--- src/rtl/wtc_bin_to_bcd_pkg.sv ---
// ---------------------------------------------------------------------------
// wtc_bin_to_bcd_pkg
// Shared constants for the binary-to-BCD converter slice:
//   - FSM state encodings (IDLE / ADJ / SHIFT)
//   - BCD digit width
//   - double-dabble adjust threshold and addend
// ---------------------------------------------------------------------------
package wtc_bin_to_bcd_pkg;

    // FSM state encodings; kept as plain 2-bit constants so the encoding
    // stays stable for any legacy code that probes the state register.
    localparam logic [1:0] ST_IDLE  = 2'd0;
    localparam logic [1:0] ST_ADJ   = 2'd1;
    localparam logic [1:0] ST_SHIFT = 2'd2;

    // Width of one packed BCD digit.
    localparam int BCD_DIGIT_W = 4;

    // A digit of 5 or more becomes >= 10 after the next shift, so add 3
    // beforehand; the shift then carries the "ten" into the next digit.
    localparam logic [BCD_DIGIT_W-1:0] ADJ_THRESHOLD = 4'd5;
    localparam logic [BCD_DIGIT_W-1:0] ADJ_ADDEND    = 4'd3;

endpackage

--- src/rtl/wtc_bin_to_bcd_digit_adj.sv ---
// ---------------------------------------------------------------------------
// wtc_bcd_digit_adj
// Combinational double-dabble adjust for a single BCD digit: adds 3 when the
// digit is 5 or more. No carry out; the result always fits in 4 bits because
// the largest legal input digit is 9 (9 + 3 = 12).
// Ports:
//   digit_in   in  4  BCD digit before adjust
//   digit_out  out 4  BCD digit after adjust
// ---------------------------------------------------------------------------
module wtc_bcd_digit_adj
    import wtc_bin_to_bcd_pkg::*;
(
    input  logic [BCD_DIGIT_W-1:0] digit_in,
    output logic [BCD_DIGIT_W-1:0] digit_out
);

    assign digit_out = (digit_in >= ADJ_THRESHOLD) ? (digit_in + ADJ_ADDEND)
                                                   : digit_in;

endmodule

--- src/rtl/wtc_bin_to_bcd.sv ---
// ---------------------------------------------------------------------------
// wtc_bin_to_bcd
// Sequential double-dabble converter: unsigned binary in, packed BCD out.
// Each input bit costs two cycles (adjust, then shift), so a conversion takes
// 2*BIN_WIDTH clock edges from the accepting edge to the o_Done pulse.
//
// Parameters:
//   BIN_WIDTH  width of i_Binary and number of shift iterations
//   DIGITS     number of BCD output digits
//
// Ports:
//   i_Clk       in  1           clock, rising edge
//   i_Rst       in  1           synchronous active-high reset
//   i_Start     in  1           conversion request, honoured only when idle
//   i_Binary    in  BIN_WIDTH   value captured on the accepting edge
//   o_BCD       out 4*DIGITS    result, ones digit at [3:0]; holds last result
//   o_Done      out 1           one-cycle pulse when o_BCD updates
//   o_Busy      out 1           conversion in progress
//   o_Overflow  out 1           value needed more than DIGITS digits
//   o_Blank     out DIGITS      leading-zero blank flags
//
// Optional build macro: WTC_BCD_BLANK_EN
//   defined   -> o_Blank[k] (k>=1) is registered with o_BCD and set when digit
//                k and all higher digits are zero (cleared on overflow).
//   undefined -> o_Blank is tied to zero.
// ---------------------------------------------------------------------------
module wtc_bin_to_bcd
    import wtc_bin_to_bcd_pkg::*;
#(
    parameter int BIN_WIDTH = 8,
    parameter int DIGITS    = 3
) (
    input  logic                          i_Clk,
    input  logic                          i_Rst,
    input  logic                          i_Start,
    input  logic [BIN_WIDTH-1:0]          i_Binary,
    output logic [BCD_DIGIT_W*DIGITS-1:0] o_BCD,
    output logic                          o_Done,
    output logic                          o_Busy,
    output logic                          o_Overflow,
    output logic [DIGITS-1:0]             o_Blank
);

    localparam int BCD_W = BCD_DIGIT_W * DIGITS;
    localparam int CNT_W = $clog2(BIN_WIDTH + 1);

    logic [1:0]           state_reg;
    logic [BIN_WIDTH-1:0] shift_reg;
    logic [BCD_W-1:0]     scratch_reg;
    logic [CNT_W-1:0]     cnt_reg;
    logic                 ovf_sticky_reg;
    logic [BCD_W-1:0]     bcd_reg;
    logic                 done_reg;
    logic                 ovf_reg;

    logic [BCD_W-1:0]     scratch_adj;
    logic [BCD_W-1:0]     scratch_shifted;
    logic                 ovf_final;
    logic                 last_shift;

    // Per-digit adjust of the scratch register.
    generate
        for (genvar gi = 0; gi < DIGITS; gi++) begin : g_adj
            wtc_bcd_digit_adj u_adj (
                .digit_in  (scratch_reg[gi*BCD_DIGIT_W +: BCD_DIGIT_W]),
                .digit_out (scratch_adj[gi*BCD_DIGIT_W +: BCD_DIGIT_W])
            );
        end
    endgenerate

    // Scratch after one left shift of {scratch, shift}; the bit dropped off
    // the top digit is a multiple of 10^DIGITS, hence the overflow flag.
    assign scratch_shifted = {scratch_reg[BCD_W-2:0], shift_reg[BIN_WIDTH-1]};
    assign ovf_final       = ovf_sticky_reg | scratch_reg[BCD_W-1];
    assign last_shift      = (cnt_reg == CNT_W'(BIN_WIDTH - 1));

    always_ff @(posedge i_Clk) begin
        if (i_Rst) begin
            state_reg      <= ST_IDLE;
            shift_reg      <= '0;
            scratch_reg    <= '0;
            cnt_reg        <= '0;
            ovf_sticky_reg <= 1'b0;
            bcd_reg        <= '0;
            done_reg       <= 1'b0;
            ovf_reg        <= 1'b0;
        end else begin
            done_reg <= 1'b0;
            case (state_reg)
                ST_IDLE: begin
                    if (i_Start) begin
                        shift_reg      <= i_Binary;
                        scratch_reg    <= '0;
                        cnt_reg        <= '0;
                        ovf_sticky_reg <= 1'b0;
                        state_reg      <= ST_ADJ;
                    end
                end
                ST_ADJ: begin
                    scratch_reg <= scratch_adj;
                    state_reg   <= ST_SHIFT;
                end
                ST_SHIFT: begin
                    shift_reg      <= {shift_reg[BIN_WIDTH-2:0], 1'b0};
                    scratch_reg    <= scratch_shifted;
                    ovf_sticky_reg <= ovf_final;
                    cnt_reg        <= cnt_reg + 1'b1;
                    if (last_shift) begin
                        bcd_reg   <= scratch_shifted;
                        ovf_reg   <= ovf_final;
                        done_reg  <= 1'b1;
                        state_reg <= ST_IDLE;
                    end else begin
                        state_reg <= ST_ADJ;
                    end
                end
                default: begin
                    state_reg <= ST_IDLE;
                end
            endcase
        end
    end

    assign o_BCD      = bcd_reg;
    assign o_Done     = done_reg;
    assign o_Busy     = (state_reg != ST_IDLE);
    assign o_Overflow = ovf_reg;

`ifdef WTC_BCD_BLANK_EN
    logic [DIGITS-1:0] blank_reg;
    logic [DIGITS-1:0] blank_next;

    // Digit 0 is never blanked so that a value of zero still shows "0".
    generate
        for (genvar gi = 0; gi < DIGITS; gi++) begin : g_blank
            if (gi == 0) begin : g_ones
                assign blank_next[gi] = 1'b0;
            end else begin : g_upper
                assign blank_next[gi] = ~ovf_final &&
                    (scratch_shifted[BCD_W-1:gi*BCD_DIGIT_W] == '0);
            end
        end
    endgenerate

    always_ff @(posedge i_Clk) begin
        if (i_Rst) begin
            blank_reg <= '0;
        end else if ((state_reg == ST_SHIFT) && last_shift) begin
            blank_reg <= blank_next;
        end
    end

    assign o_Blank = blank_reg;
`else
    assign o_Blank = '0;
`endif

endmodule
--- config.mk ---
export PLATFORM = sky130hd
export DESIGN_NAME = wtc_bin_to_bcd
export DESIGN_NICKNAME = d
export VERILOG_FILES = /design/src/rtl/wtc_bin_to_bcd_pkg.sv /design/src/rtl/wtc_bin_to_bcd_digit_adj.sv /design/src/rtl/wtc_bin_to_bcd.sv
export SDC_FILE = /design/constraint.sdc
export NUM_CORES = 1
export LEC_CHECK = 0
export ABC_CLOCK_PERIOD_IN_PS = 1800
export BUFFER_PORTS_ARGS = -buffer_cell sky130_fd_sc_hd__buf_2
export CORE_ASPECT_RATIO = 0.7
export CORE_MARGIN = 5
export CORE_UTILIZATION = 57
export CTS_CLUSTER_DIAMETER = 100
export DETAILED_ROUTE_END_ITERATION = 7
export MAX_ROUTING_LAYER = met4
export PLACE_DENSITY = 0.75
export SLEW_MARGIN = 20
export SYNTH_ARGS = -nofsm -noshare
export SYNTH_HDL_FRONTEND = slang
export SYNTH_SLANG_ARGS = --single-unit
--- constraint.sdc ---
create_clock -name i_Clk -period 1.8 [get_ports i_Clk]
set_input_delay 0.36 -clock i_Clk [delete_from_list [all_inputs] [get_ports i_Clk]]
set_output_delay 0.36 -clock i_Clk [all_outputs]
set_load 0.03 [all_outputs]
==> flow_metrics.env <==
export IMPL_cpPeakStageDelay_ps=400
export IMPL_cts_sinks=41
export IMPL_place_ws_ps=124
export IMPL_finalSetupViolCount=0
export IMPL_clock_root_buffer="clkbuf_8"
export IMPL_fin_cells=307
export IMPL_cp_cell_sequence="inv_1 -> ha_1 -> inv_1 -> buf_2"
export IMPL_synth_edff_count=0
export IMPL_layout_setup_ws_ps=104
export IMPL_status="finished, final reports clean"
export IMPL_grt_pass1_wl_um=7680
export IMPL_io_pins=29
export IMPL_clk_path_buf_depth=2
export IMPL_synth_top_area_share_pct=37.8
export IMPL_syn_area_mm2=0.00217
export IMPL_period_needed_ps=1700
export IMPL_place_congestion=0.813
export IMPL_path_delay_family="flip-flops"
export IMPL_synth_seq_cells=41
export IMPL_max_cap_violations=0
export IMPL_finalPower_mw=2.12
export IMPL_synthDistinctLibCells=41
export IMPL_yosysMostFrequentCell="dfxtp_1"
export IMPL_timing_rr_end="scratch_reg[3]"
export IMPL_rr_worst_depth=6
export IMPL_dr_pass1_iters=4
export IMPL_grt_pass1_vias=1595
export IMPL_endpoint="o_Busy"
export IMPL_syn_inst=230
export IMPL_reg2reg_from="state_reg[0]"
export IMPL_core_area_mm2=0.00360
export IMPL_syn2layout_area_growth_pct=11.7
export IMPL_dp_cells=299
export IMPL_startpoint_type="flop"
export IMPL_overflow=0
export IMPL_drive_gt1_share_pct=23.7
export IMPL_cp_max_fo=8
export IMPL_cp_depth=4
export IMPL_utilization_pct=67.3
export IMPL_synthTopCellsByCount="dfxtp_1 (41), a21oi_1 (16), nor2_1 (16)"
export IMPL_die_h_um=61.6
export IMPL_diodes=0
export IMPL_cts_tree="built"
export IMPL_portBuffers=25
export IMPL_hold_viol=0
export IMPL_yosysWarnings=0
export IMPL_clkTransAtPathRegs_ps=80
export IMPL_fin_worst_skew_ps=11.4
export IMPL_grt_max_degree=17
export IMPL_drt_iter0_markers=92
export IMPL_post_synth_cell_area_avg_um2=9.44
export IMPL_grt_use_total_pct=19.3
export IMPL_crit_required_ps=1440
export IMPL_rsz0062_at_grt="no"
export IMPL_die_x_um=83.8
export IMPL_hp_class="primary input to flop"
export IMPL_min_delay_start="i_Binary[0]"
export IMPL_worst_setup_path_type="flop to primary output"
export IMPL_htreeDepth=2
export IMPL_antenna_found_initial=0
export IMPL_initial_core_util_pct=60.3
export IMPL_slowest_stage="dfxtp_1"
export IMPL_ys_async_sr_fraction_pct=0
export IMPL_r2r_slack_ps=150
export IMPL_drv_slew=0
export IMPL_ys_top_cells_by_area="dfxtp_1 (38%), ha_1 (6.3%), a22o_1 (4.8%), a211oi_2 (4.0%), a21oi_1 (3.7%)"
export IMPL_fin_nets=278
export IMPL_drt_total_wl_um=4490
export IMPL_viasPerCell=5.59
export IMPL_clk_latency_ps=310
export IMPL_numCtsBuffers=5
export IMPL_ys_seq_area_share_pct=37.8
export IMPL_num_vias=1717
export IMPL_dp_hpwl_um=3240
export IMPL_crit_buf_inv=3
export IMPL_finalCritPeriodShare_pct=94.2
export IMPL_synth_main_ff_cell="dfxtp_1"
export IMPL_cp_data_arrival_time_ps=1340
export IMPL_max_freq_ghz=0.589
export IMPL_p_leak_nw=0.932
export IMPL_synth_area_leader_cell="dfxtp_1"
export IMPL_fin_tns_setup_ps=0
export IMPL_startpoint="state_reg[0]"
export IMPL_die_area_mm2=0.00516
export IMPL_drtAntennaViolNets=0
export IMPL_post_cts_setup_buffers=0
export IMPL_wl_per_cell_um=14.6
export IMPL_endpoint_kind="primary output"
export IMPL_powerDensity_mw_per_mm2=875
export IMPL_vdd_drop_max_mv=0.601
export IMPL_drc=0
export IMPL_cpMostUsedCell="inv_1"
export IMPL_placementRows=18
[worst min path at each step]
| stage | end | depth (start not counted) |
|---|---|---|
| after global placement | shift_reg[0] | 2 |
| after global routing | shift_reg[0] | 3 |
| after detailed placement | shift_reg[0] | 2 |
| after CTS | shift_reg[0] | 3 |
| after floorplan | shift_reg[0] | 2 |
| final | shift_reg[0] | 3 |
[worst min-delay path: stages]
cell	delay, ps
buf_2	100
nand3b_1	90
a21oi_1	60
[timing repair]
action                                  CTS  global route
hold buffers                              0             0
gates resized for setup                   0             1
endpoints found under the setup margin    0            11
[area by class of cell]
cell class | instances | area, um2
fill | 297 | 1180
clock buffer | 5 | 68.8
multi-input combinational | 167 | 1220
inverter | 10 | 37.5
timing repair buffer | 31 | 170
clock inverter | 3 | 46.3
sequential | 41 | 821
tap | 50 | 62.6
[report_power, final]
part	switching [mW]	internal (mW)
Combinational	0.247	0.134
Sequential	0.0301	0.944
Clock	0.353	0.415
[metal layers]
metal | wire [um] | global-route usage [%]
met5 | 0 | -
met3 | 215 | 4.68
met1 | 2370 | 26.8
met4 | 15 | 6.88
met2 | 1890 | 27.4
[through the flow]
stage / hold slack [ps] / area, um2
after global routing: 358 / 2430
after floorplan: 432 / 2180
after CTS: 351 / 2420
final: 358 / 2430
after global placement: 442 / 2310
after detailed placement: 450 / 2310
[logic make-up (layout without fill, tap and decap cells)]
logic type	Yosys count	count (layout)	share of synthesized area, %
mux	8	8	3.69
fa+ha+maj	11	11	6.34
other cells	1	3	0.173
buf+inv	24	49	6.51
flops	41	41	37.8
xor+xnor	3	3	1.21
simple gates	67	67	19.8
compound gates	75	75	24.5
[layout by cell type, fill, tap and decap left out, types with 10 or more instances in the layout]
cell and count:
o21ai_0 14, o21ai_1 10, a21oi_1 16, ha_1 11
nor2_1 16, buf_2 25, dfxtp_1 41, a22o_1 12
nand2_1 14
Power figures use the tool's default switching activity.
